[src/rtl/calculator_pkg.sv]
// Shared definitions for the 16-bit keypad calculator.
//   - Key index constants for the non-digit keys of the 4x4 matrix
//     (key index = row*4 + col).
//   - State enums for the keypad input FSM and the calculation controller.
//   - Operator enum and key decode helpers (digit test, digit value,
//     operator select).
package calculator_pkg;

  localparam logic [3:0] KEY_ADD  = 4'd3;
  localparam logic [3:0] KEY_SUB  = 4'd7;
  localparam logic [3:0] KEY_MULT = 4'd11;
  localparam logic [3:0] KEY_EQ   = 4'd12;
  localparam logic [3:0] KEY_CLR  = 4'd14;
  localparam logic [3:0] KEY_NEG  = 4'd15;

  typedef enum logic [1:0] {
    IDLE     = 2'd0,
    DEBOUNCE = 2'd1,
    VALID    = 2'd2,
    HOLD     = 2'd3
  } input_state_t;

  typedef enum logic [1:0] {
    OP1  = 2'd0,
    OP2  = 2'd1,
    CALC = 2'd2,
    DONE = 2'd3
  } ctrl_state_t;

  typedef enum logic [1:0] {
    OPR_ADD  = 2'd0,
    OPR_SUB  = 2'd1,
    OPR_MULT = 2'd2
  } operator_t;

  // Digits occupy rows 0-2 / cols 0-2, plus '0' at key 13.
  function automatic logic key_is_digit(input logic [3:0] key);
    return ((key[3:2] != 2'd3) && (key[1:0] != 2'd3)) || (key == 4'd13);
  endfunction

  function automatic logic [3:0] key_digit(input logic [3:0] key);
    logic [3:0] d;
    case (key)
      4'd0:    d = 4'd1;
      4'd1:    d = 4'd2;
      4'd2:    d = 4'd3;
      4'd4:    d = 4'd4;
      4'd5:    d = 4'd5;
      4'd6:    d = 4'd6;
      4'd8:    d = 4'd7;
      4'd9:    d = 4'd8;
      4'd10:   d = 4'd9;
      default: d = 4'd0;
    endcase
    return d;
  endfunction

  function automatic operator_t key_operator(input logic [3:0] key);
    operator_t o;
    case (key)
      KEY_SUB:  o = OPR_SUB;
      KEY_MULT: o = OPR_MULT;
      default:  o = OPR_ADD;
    endcase
    return o;
  endfunction

endpackage

[src/rtl/calculator16_gencon.sv]
// General calculation controller.
//   clk, nRST      : clock, synchronous active-high reset
//   key_pressed    : high while the keypad FSM is in HOLD
//   key_code       : accepted key index
//   display_output : signed operand during entry, result in DONE
//   ctrl_state     : OP1/OP2/CALC/DONE encoding
//   complete       : high while in DONE
// key_read is the first HOLD cycle, so every physical press yields one pulse.
// Optional CALC_CLEAR_KEY_EN: key 14 clears everything from any state.
module gencon
  import calculator_pkg::*;
#(
  parameter int WIDTH = 16
) (
  input  logic             clk,
  input  logic             nRST,
  input  logic             key_pressed,
  input  logic [3:0]       key_code,
  output logic [WIDTH-1:0] display_output,
  output logic [1:0]       ctrl_state,
  output logic             complete
);

  ctrl_state_t             state;
  ctrl_state_t             state_nxt;
  operator_t               oper;
  logic [WIDTH-1:0]        op1;
  logic [WIDTH-1:0]        op2;
  logic                    neg1;
  logic                    neg2;
  logic signed [WIDTH-1:0] eff1;
  logic signed [WIDTH-1:0] eff2;
  logic signed [WIDTH-1:0] result;
  logic signed [WIDTH-1:0] disp_hold;
  logic [WIDTH-1:0]        mag1;
  logic [WIDTH-1:0]        mag2;
  logic [WIDTH-1:0]        mul_product;
  logic                    mul_neg;
  logic                    mul_busy;
  logic                    mul_start;
  logic                    mul_done;
  logic                    key_pressed_q;
  logic                    key_read;
  logic                    clr_hit;
  logic                    is_digit;
  logic                    is_oper;
  logic [3:0]              digit;

  function automatic logic [WIDTH-1:0] shift_in_digit(input logic [WIDTH-1:0] v,
                                                      input logic [3:0] d);
    return (v << 3) + (v << 1) + WIDTH'(d);
  endfunction

  assign key_read = key_pressed & ~key_pressed_q;
  assign is_digit = key_is_digit(key_code);
  assign digit    = key_digit(key_code);
  assign is_oper  = (key_code == KEY_ADD) || (key_code == KEY_SUB) || (key_code == KEY_MULT);

`ifdef CALC_CLEAR_KEY_EN
  assign clr_hit = key_read && (key_code == KEY_CLR);
`else
  assign clr_hit = 1'b0;
`endif

  assign eff1    = $signed(neg1 ? -op1 : op1);
  assign eff2    = $signed(neg2 ? -op2 : op2);
  // Multiply on magnitudes; sign restored from the operand signs.
  assign mag1    = eff1[WIDTH-1] ? $unsigned(-eff1) : $unsigned(eff1);
  assign mag2    = eff2[WIDTH-1] ? $unsigned(-eff2) : $unsigned(eff2);
  assign mul_neg = eff1[WIDTH-1] ^ eff2[WIDTH-1];

  seq_multiplier16 #(.WIDTH(WIDTH)) mult_inst (
    .clk     (clk),
    .nRST    (nRST),
    .start   (mul_start),
    .a       (mag1),
    .b       (mag2),
    .done    (mul_done),
    .product (mul_product)
  );

  always_ff @(posedge clk) begin
    if (nRST) state <= OP1;
    else      state <= state_nxt;
  end

  always_comb begin
    state_nxt = state;
    mul_start = 1'b0;
    if (clr_hit) begin
      state_nxt = OP1;
    end else begin
      case (state)
        OP1: if (key_read) begin
          if (is_oper)                  state_nxt = OP2;
          else if (key_code == KEY_EQ)  state_nxt = CALC;
        end
        OP2: if (key_read && key_code == KEY_EQ) state_nxt = CALC;
        CALC: begin
          if (oper != OPR_MULT)  state_nxt = DONE;
          else if (!mul_busy)    mul_start = 1'b1;
          else if (mul_done)     state_nxt = DONE;
        end
        DONE: if (key_read && is_digit) state_nxt = OP1;
        default: state_nxt = OP1;
      endcase
    end
  end

  always_ff @(posedge clk) begin
    if (nRST) begin
      op1           <= '0;
      op2           <= '0;
      neg1          <= 1'b0;
      neg2          <= 1'b0;
      oper          <= OPR_ADD;
      result        <= '0;
      disp_hold     <= '0;
      mul_busy      <= 1'b0;
      key_pressed_q <= 1'b0;
    end else begin
      key_pressed_q <= key_pressed;
      if (state != CALC) disp_hold <= display_output;
      if (clr_hit) begin
        op1      <= '0;
        op2      <= '0;
        neg1     <= 1'b0;
        neg2     <= 1'b0;
        oper     <= OPR_ADD;
        mul_busy <= 1'b0;
      end else begin
        case (state)
          OP1: if (key_read) begin
            if (is_digit)                 op1 <= shift_in_digit(op1, digit);
            else if (key_code == KEY_NEG) neg1 <= ~neg1;
            else if (is_oper)             oper <= key_operator(key_code);
            else if (key_code == KEY_EQ) begin
              oper <= OPR_ADD;
              op2  <= '0;
              neg2 <= 1'b0;
            end
          end
          OP2: if (key_read) begin
            if (is_digit)                 op2 <= shift_in_digit(op2, digit);
            else if (key_code == KEY_NEG) neg2 <= ~neg2;
            else if (is_oper)             oper <= key_operator(key_code);
          end
          CALC: begin
            case (oper)
              OPR_ADD: result <= eff1 + eff2;
              OPR_SUB: result <= eff1 - eff2;
              default: begin
                if (!mul_busy) begin
                  mul_busy <= 1'b1;
                end else if (mul_done) begin
                  mul_busy <= 1'b0;
                  result   <= mul_neg ? $signed(-mul_product) : $signed(mul_product);
                end
              end
            endcase
          end
          DONE: if (key_read && is_digit) begin
            op1    <= WIDTH'(digit);
            op2    <= '0;
            neg1   <= 1'b0;
            neg2   <= 1'b0;
            oper   <= OPR_ADD;
            result <= '0;
          end
          default: ;
        endcase
      end
    end
  end

  always_comb begin
    display_output = disp_hold;
    case (state)
      OP1:     display_output = eff1;
      OP2:     display_output = eff2;
      DONE:    display_output = result;
      default: display_output = disp_hold;
    endcase
  end

  assign ctrl_state = state;
  assign complete   = (state == DONE);

endmodule

[src/rtl/calculator16_input_ctrl.sv]
// Keypad scanner and debouncer.
//   clk, nRST    : clock, synchronous active-high reset
//   RowIn        : active-low row inputs
//   ColOut       : one-hot-low column drive
//   key_code     : {row, col} of the accepted key, valid from HOLD onward
//   key_pressed  : high while the FSM sits in HOLD
// The column rotates every idle clock; once a row goes low the column is
// frozen so the same key stays visible through debounce and hold.
module input_ctrl
  import calculator_pkg::*;
#(
  parameter int DEBOUNCE_CYCLES = 2
) (
  input  logic       clk,
  input  logic       nRST,
  input  logic [3:0] RowIn,
  output logic [3:0] ColOut,
  output logic [3:0] key_code,
  output logic       key_pressed
);

  localparam int CNT_W = (DEBOUNCE_CYCLES > 1) ? $clog2(DEBOUNCE_CYCLES) : 1;
  localparam logic [CNT_W-1:0] CNT_LAST = CNT_W'(DEBOUNCE_CYCLES - 1);

  input_state_t     input_control_state;
  input_state_t     state_nxt;
  logic [1:0]       col;
  logic [1:0]       row;
  logic [1:0]       row_low;
  logic [CNT_W-1:0] cnt;

  // Lowest-numbered active row wins when several are low.
  always_comb begin
    row_low = 2'd3;
    if (!RowIn[0])      row_low = 2'd0;
    else if (!RowIn[1]) row_low = 2'd1;
    else if (!RowIn[2]) row_low = 2'd2;
  end

  always_ff @(posedge clk) begin
    if (nRST) input_control_state <= IDLE;
    else      input_control_state <= state_nxt;
  end

  always_comb begin
    state_nxt = input_control_state;
    case (input_control_state)
      IDLE:     if (RowIn != 4'hF) state_nxt = DEBOUNCE;
      DEBOUNCE: begin
        if (RowIn[row])           state_nxt = IDLE;
        else if (cnt == CNT_LAST) state_nxt = VALID;
      end
      VALID:    state_nxt = HOLD;
      HOLD:     if (RowIn == 4'hF) state_nxt = IDLE;
      default:  state_nxt = IDLE;
    endcase
  end

  always_ff @(posedge clk) begin
    if (nRST) begin
      col      <= 2'd0;
      row      <= 2'd0;
      cnt      <= '0;
      key_code <= 4'd0;
    end else begin
      case (input_control_state)
        IDLE: begin
          cnt <= '0;
          if (RowIn == 4'hF) col <= col + 2'd1;
          else               row <= row_low;
        end
        DEBOUNCE: if (!RowIn[row]) cnt <= cnt + CNT_W'(1);
        VALID:    key_code <= {row, col};
        default:  ;
      endcase
    end
  end

  assign ColOut      = ~(4'b0001 << col);
  assign key_pressed = (input_control_state == HOLD);

endmodule

[src/rtl/calculator16_seq_multiplier16.sv]
// Sequential shift-add multiplier, one partial product per clock.
//   clk, nRST : clock, synchronous active-high reset (control only)
//   start     : load operands and begin; may restart at any time
//   a, b      : unsigned operands
//   done      : rises after WIDTH iterations, holds until the next start
//   product   : low WIDTH bits of a*b, valid while done is high
// Only the low WIDTH bits of the product are kept; those depend only on
// the low WIDTH bits of every partial product, so everything stays WIDTH wide.
module seq_multiplier16 #(
  parameter int WIDTH = 16
) (
  input  logic             clk,
  input  logic             nRST,
  input  logic             start,
  input  logic [WIDTH-1:0] a,
  input  logic [WIDTH-1:0] b,
  output logic             done,
  output logic [WIDTH-1:0] product
);

  localparam int CNT_W = $clog2(WIDTH + 1);

  logic             busy;
  logic [CNT_W-1:0] cnt;
  logic [WIDTH-1:0] acc;
  logic [WIDTH-1:0] mcand;
  logic [WIDTH-1:0] mplier;

  always_ff @(posedge clk) begin
    if (nRST) begin
      busy <= 1'b0;
      done <= 1'b0;
      cnt  <= '0;
    end else if (start) begin
      busy <= 1'b1;
      done <= 1'b0;
      cnt  <= CNT_W'(WIDTH);
    end else if (busy) begin
      cnt <= cnt - CNT_W'(1);
      if (cnt == CNT_W'(1)) begin
        busy <= 1'b0;
        done <= 1'b1;
      end
    end
  end

  always_ff @(posedge clk) begin
    if (start) begin
      acc    <= '0;
      mcand  <= a;
      mplier <= b;
    end else if (busy) begin
      if (mplier[0]) acc <= acc + mcand;
      mcand  <= mcand << 1;
      mplier <= mplier >> 1;
    end
  end

  assign product = acc;

endmodule

[src/rtl/calculator16_top.sv]
// 16-bit signed keypad calculator, top level.
//   clk              : system clock, rising edge
//   nRST             : synchronous reset, active-high
//   RowIn            : keypad rows, active-low
//   ColOut           : keypad column drive, one-hot-low
//   display_output   : operand during entry, result after '='
//   input_state_FPGA : controller state (0 OP1, 1 OP2, 2 CALC, 3 DONE)
//   complete         : high while the result is shown
//   key_pressed      : high while a debounced key is held
// Optional build macro CALC_CLEAR_KEY_EN enables the CLR key (key 14).
module calculator16_top
  import calculator_pkg::*;
#(
  parameter int WIDTH           = 16,
  parameter int DEBOUNCE_CYCLES = 2
) (
  input  logic             clk,
  input  logic             nRST,
  input  logic [3:0]       RowIn,
  output logic [3:0]       ColOut,
  output logic [WIDTH-1:0] display_output,
  output logic [1:0]       input_state_FPGA,
  output logic             complete,
  output logic             key_pressed
);

  logic [3:0] key_code;

  input_ctrl #(.DEBOUNCE_CYCLES(DEBOUNCE_CYCLES)) input_ctrl_inst (
    .clk         (clk),
    .nRST        (nRST),
    .RowIn       (RowIn),
    .ColOut      (ColOut),
    .key_code    (key_code),
    .key_pressed (key_pressed)
  );

  gencon #(.WIDTH(WIDTH)) gencon_inst (
    .clk            (clk),
    .nRST           (nRST),
    .key_pressed    (key_pressed),
    .key_code       (key_code),
    .display_output (display_output),
    .ctrl_state     (input_state_FPGA),
    .complete       (complete)
  );

endmodule

[config.mk]
export PLATFORM = sky130hd
export DESIGN_NAME = calculator16_top
export DESIGN_NICKNAME = d
export VERILOG_FILES = /design/src/rtl/calculator_pkg.sv /design/src/rtl/calculator16_gencon.sv /design/src/rtl/calculator16_input_ctrl.sv /design/src/rtl/calculator16_seq_multiplier16.sv /design/src/rtl/calculator16_top.sv
export SDC_FILE = /design/constraint.sdc
export NUM_CORES = 1
export LEC_CHECK = 0
export BUFFER_PORTS_ARGS = -buffer_cell sky130_fd_sc_hd__buf_2
export CAP_MARGIN = 20
export CELL_PAD_IN_SITES_DETAIL_PLACEMENT = 0
export CELL_PAD_IN_SITES_GLOBAL_PLACEMENT = 1
export CORE_UTILIZATION = 53
export DETAILED_ROUTE_END_ITERATION = 10
export PLACE_DENSITY_LB_ADDON = 0.3
export SYNTH_ARGS = -nofsm -noshare
export SYNTH_HDL_FRONTEND = slang
export SYNTH_SLANG_ARGS = --single-unit
[constraint.sdc]
create_clock -name clk -period 9.6 [get_ports clk]
set_input_delay 1.92 -clock clk [delete_from_list [all_inputs] [get_ports clk]]
set_output_delay 1.92 -clock clk [all_outputs]
set_load 0.01 [all_outputs]
### After elaboration in Yosys (flattened, before gate mapping)

Memories as Yosys holds them, arrays and structs flattened. A register that Yosys moved wholly into a read port is not among the register bits.
Cells that the tools add are included.

| operators by class | value |
|---|---|
| $add $sub $neg | 15 |
| $mul | 0 |
| div/mod/pow operators | 0 |
| magnitude comparators | 1 |
| eq/ne operators | 44 |
| shift-type cells | 1 |
| multiplexer cells | 85 |
| bitwise logic cells | 8 |
| reductions and logical operators | 30 |

Operators with widths:

| kind | number |
|---|---|
| $mux 16 | 22 |
| $pmux 16 s2 | 3 |
| $pmux 16 s3 | 2 |
| $neg 16->16 | 5 |
| $add 16x16->16 | 4 |
| $mux 2 | 23 |
| $add 16x4->16 | 2 |
| $mux 1 | 23 |
| $ne 2x1->1 const B | 11 |
| $ne 2x2->1 const B | 11 |
| $eq 4x4->1 const B | 5 |
| $reduce_and 10->1 | 2 |
| $pmux 2 s4 | 2 |
| $sub 16x16->16 | 1 |
| $reduce_and 2->1 | 6 |
| $mux 5 | 2 |
| $ne 3x1->1 const B | 3 |
| $reduce_and 9->1 | 1 |
| $eq 2x2->1 const B | 4 |
| $mux 4 | 2 |
| $reduce_and 4->1 | 2 |
| $reduce_bool 2->1 | 4 |
| $eq 2x1->1 const B | 3 |
| $logic_not 2->1 | 3 |
| other kinds (28) | 38 |

| word-level totals | value |
|---|---|
| flip-flop bits (word level) | 138 |
| latch bits | 0 |
| RAM bits | 0 |
| bits in read-only memories | 64 |
| input bits | 6 |
| output and inout port bits | 24 |
| word-level logic and storage cells | 207 |
| memories | 1 |

Memories:

| name | depth | width | rd ports | clocked after Yosys merged registers in | wr ports | line | text |
|---|---|---|---|---|---|---|---|
| (no name shown) | 16 | 4 | 1 | 1 | 0 | calculator_pkg.sv:43 | `case (key)` |

### Depth between registers and ports, before layout

| logic depth | value |
|---|---|
| depth in word-level cells | 8 |
| gate-level depth with buffers | 19 |
| gate-level depth less buffers | 18 |

### Hierarchy

From an unflattened synthesis, not the netlist that was laid out.

| unflattened totals | value |
|---|---|
| cell total of the unflattened synthesis | 1,340 |
| area total of the unflattened synthesis | 11,253.3 um2 |

By module, submodules not included:

| module | times used | cells each | area each (um2) | seq. area each (um2) |
|---|---|---|---|---|
| gencon | 1 | 1,007 | 7,744.9 | 1,441.4 |
| seq_multiplier16 | 1 | 267 | 2,946.6 | 1,421.4 |
| input_ctrl | 1 | 66 | 561.8 | 220.2 |

### Worst setup path before layout

No wires, ideal clock.

| path | value |
|---|---|
| path type | flip-flop to output port |
| start | reg gencon_inst.op1[0] |
| end | out display_output[8] |
| data arrival time | 2.374 ns |
| data required time | 7.680 ns |
| path slack | 5.306 ns |
| stages on the path, launching flop included | 9 |
| buffers on the path | 1 |
| cell sequence | dfxtp_1 > inv_1 > ha_1 > or4b_2 > clkbuf_1 > o41ai_1 > xnor2_1 > a221oi_1 > a21oi_1 |

| between the ends | value |
|---|---|
| word-level cells in the longest chain between the ends | 3 |

RTL lines:

| what | line | text |
|---|---|---|
| start, declared | calculator16_gencon.sv:27 | `logic [WIDTH-1:0] op1;` |
| start signal, assigned | calculator16_gencon.sv:134 | `if (is_digit) op1 <= shift_in_digit(op1, digit);` |
| start signal, assigned | calculator16_gencon.sv:163 | `op1 <= WIDTH'(digit);` |
| $neg 16->16 | calculator16_gencon.sv:65 | `assign eff1 = $signed(neg1 ? -op1 : op1);` |
| $mux 16 | calculator16_gencon.sv:65 |  |
| $pmux 16 s3 | calculator16_gencon.sv:178 | `case (state)` |
| end, declared | calculator16_top.sv:21 | `output logic [WIDTH-1:0] display_output,` |

Every way passes these cells.

### Worst setup path after layout

Same ends and word-level chain as after synthesis.

==> qor.csv <==
stage;metric;value;unit
critical_path;slowest_stage;or4b_2;
grt;grt_busiest_layer;met2;
layout;drive_above_1_share;7.48;%
clock_network;cts_tree;done;
synth;synth_nets;1416;
routing;vias;9249;
floorplanning;die-area;20900;sq um
clock_network;numCtsBuffers;17;
synth;synth_cell_type_count;72;
worst_hold_path;hp-class;register to register;
synth;ys_seq_elements;142;
synth;syn-mean-instance-area;8.27;sq um
grt;overflow;0;
clock_network;clk_latency;430;ps
placement;post-place-ws;4860;ps
worst_hold_path;hold_end;gencon_inst.result[9];
synth;synthCells;1303;
grt;grt_pass1_vias;8616;
clock_network;cts_hold_buf;0;
floorplanning;start_util;54.7;%
synth;yosysWarnings;0;
timing;max_slew.worst_pin.slew;1010;ps
power;cellLeakagePower;4.80;nW
worst_hold_path;worstHoldPathCells;2;
synth;synth.cell_area;10800;sq um
floorplanning;fp.coreArea;19700;sq um
grt;grt_usage;28.1;%
timing;timing.final.crit_share;54.3;%
timing;maxSlewViolCount;0;
synth;yosysSeqAreaShare;29.4;%
layout;stdcell_area;11600;sq um
grt;grt_first_pass_wirelength;45.4;mm
critical_path;critPathRequiredTime;7680;ps
layout;fin_nets;1411;
power;powerDensity;142;nW/um^2
worst_hold_path;hold_path_startpoint;gencon_inst.result[9];
grt;grtUsageMet3;3.87;%
clock_network;root_buffer;clkbuf_16;
power;ir_drop;0.180;mV
critical_path;crit_path_cell_trace;inv_1, ha_1, or4b_2, o41ai_1, xnor2_1, a221oi_1, a21oi_1, buf_2;
critical_path;crit_buf_inv;2;
routing;wl_per_cell;17.9;microns
critical_path;reg2reg_from;gencon_inst.op2[0];
timing;fin_ws;4390;ps
run;max-cap-violations;0;
synth;synth_edf_count;32;
critical_path;cpPeakStageDelay;700;ps
synth;async_reset_ff_share;0;%
routing;wl;28.2;mm
floorplanning;fp-row-count;51;
critical_path;crit_arrival;3290;ps
critical_path;reg2reg_depth;18;
clock_network;clkTransAtPathRegs;70;ps
routing;drt_first_iter_violations;614;
routing;drt_first_pass_iters;6;
clock_network;htree_levels;4;
critical_path;regToRegEndpoint;gencon_inst.result[13];
timing;max_slew_margin;32.6;%
placement;placed_area;11100;sq um
run_status;run_status;complete, no violations;
placement;routabilityCongestion;0.917;
timing;max_freq;192;MHz
timing;fin_skew;10.7;ps
placement;hpwl;21.0;mm
critical_path;cp_top_family;compound AO/OA/AOI/OAI gates;
layout;fillCellCount;1848;
layout;final_common_cell;nand2_1;
synth;synthFlopType;dfxtp_1;
grt;gr-usage-met2;46.6;%
critical_path;crit_fanout;8;
timing;rsz0062_at_grt;false;
clock_network;cts_resized;0;
floorplanning;die_y;145;microns
grt;grt_use_met1;38.0;%
timing;setup_violations;0;
routing;ant_nets;0;
grt;grt_max_degree;61;
routing;viasPerCell;5.87;
floorplanning;io_pins;30;
critical_path;cp-start-kind;register;
placement;port_buffers;29;
critical_path;path_class;register to output port;
critical_path;path_depth;8;
floorplanning;dieWidth;145;microns
clock_network;clock-sinks;142;
critical_path;worst-r2r-setup-slack;5030;ps
timing;finalHoldViolCount;0;
routing;drc;0;
timing;final.setup.tns;0;ps
clock_network;clockBufferDepth;2;
critical_path;crit_path_end_kind;output port;
layout;syn2layout_area_growth;8.09;%
grt;antenna_found_initial;0;
layout;n_antenna_cell;0;
timing;min_period;5210;ps
clock_network;post_cts_buffers;0;
layout;layout_common_cells;130 x nand2_1, 123 x nor2_1, 110 x dfxtp_1, 104 x a21oi_1, 101 x ha_1;
==> cell usage after synthesis, types with 3 or more instances <==
| master | count | area, sq um |
|---|---|---|
| a211oi_1 | 14 | 105 |
| and2_1 | 10 | 62.6 |
| clkbuf_1 | 56 | 210 |
| ha_1 | 101 | 1260 |
| buf_6 | 3 | 33.8 |
| buf_1 | 3 | 11.3 |
| nand3b_1 | 8 | 60.1 |
| nand3_1 | 27 | 135 |
| nor4b_1 | 3 | 26.3 |
| o21ai_0 | 73 | 365 |
| a21oi_1 | 104 | 521 |
| o31ai_1 | 18 | 135 |
| nand2b_1 | 22 | 138 |
| o41ai_1 | 8 | 70.1 |
| a21o_1 | 16 | 120 |
| a211o_1 | 8 | 70.1 |
| xor2_1 | 48 | 420 |
| inv_1 | 53 | 199 |
| dfxtp_1 | 110 | 2200 |
| xnor2_1 | 92 | 806 |
| a21boi_0 | 4 | 30.0 |
| nand2_1 | 130 | 488 |
| a32oi_1 | 10 | 87.6 |
| a221oi_1 | 5 | 43.8 |
| o41ai_2 | 3 | 48.8 |
| nor4_1 | 8 | 50.1 |
| o21bai_1 | 6 | 45.0 |
| a222oi_1 | 11 | 110 |
| a22oi_1 | 17 | 128 |
| o21a_1 | 8 | 60.1 |
| mux2i_1 | 17 | 170 |
| nor3b_1 | 4 | 30.0 |
| or2_2 | 4 | 25.0 |
| nor3_1 | 35 | 175 |
| a31oi_1 | 11 | 68.8 |
| nor2b_1 | 37 | 231 |
| nand4_1 | 4 | 25.0 |
| edfxtp_1 | 32 | 961 |
| nor2_1 | 123 | 462 |
| fa_1 | 6 | 120 |
| or3_1 | 10 | 62.6 |
==> metal layers <==
metal	wire, microns	up-vias
li1	-	4642
met1	13200	4326
met2	13100	252
met3	1450	29
met4	408	0
met5	0	-
==> area by class of cell <==
cell class | instances | area, sq um | share of cell area (%)
clock buffers | 17 | 425 | 3.65
clock inverters | 15 | 138 | 1.18
well taps | 265 | 332 | 2.85
repair buffers | 40 | 230 | 1.98
inverters | 53 | 199 | 1.71
multi-input cells | 1044 | 7160 | 61.5
flip-flops and latches | 142 | 3160 | 27.2
==> sequential cells by signal, indices dropped and copies added, names as in the netlist, 2 cells and up, named ones only <==
name and flops:
gencon_inst.disp_hold 16, gencon_inst.mult_inst.mcand 16, gencon_inst.mult_inst.mplier 16, gencon_inst.mult_inst.product 16, gencon_inst.op1 16, gencon_inst.op2 16, gencon_inst.result 16, gencon_inst.mult_inst.cnt 5
gencon_inst.digit 4, input_ctrl_inst.key_code 4, gencon_inst.ctrl_state 2, gencon_inst.oper 2, input_ctrl_inst.col 2, input_ctrl_inst.row 2
==> where the power goes <==
group          internal (mW)  switching, mW
Combinational          0.130          0.228
Clock                  0.343          0.300
Sequential             0.630         0.0228
==> kinds of logic (layout without fill, tap and decap cells) <==
group,after synthesis,after routing,synth area share [%]
AO/OA/AOI/OAI,337,337,20.5
AND/OR/NAND/NOR,442,442,19.9
buffers and inverters,117,125,4.31
multiplexers,17,17,1.58
XOR/XNOR,141,141,11.5
flip-flops,142,142,29.4
adder cells (fa/ha/maj),107,107,12.8
==> worst max path at each step <==
stage,start,slack [ps],endpoint
finish,gencon_inst.op1[0],4390,display_output[8]
global route,gencon_inst.op1[0],4200,display_output[8]
CTS,gencon_inst.op1[0],4390,display_output[8]
floorplan,gencon_inst.op1[0],5310,display_output[8]
detailed placement,gencon_inst.op1[0],4860,display_output[8]
global placement,gencon_inst.op1[0],4900,display_output[8]
==> through the flow <==
stage | total power [mW] | utilization (%) | hold WS (ps) | std cells
4_1_cts | 1.66 | 59.1 | 480 | 1576
5_1_grt | 1.72 | 59.1 | 507 | 1576
2_1_floorplan | 0.915 | - | 432 | 1303
3_5_place_dp | 1.02 | 56.2 | 469 | 1544
3_3_place_gp | 1.01 | 56.2 | 457 | 1544
6_report | 1.65 | 59.1 | 482 | 1576
==> tightest hold or removal path, delay by kind of cell, from the launching register on <==
kind,cells,cell delay (ps)
simple gates,1,60
compound gates,1,50
flops,1,330
(Power assumes the default switching activity.)
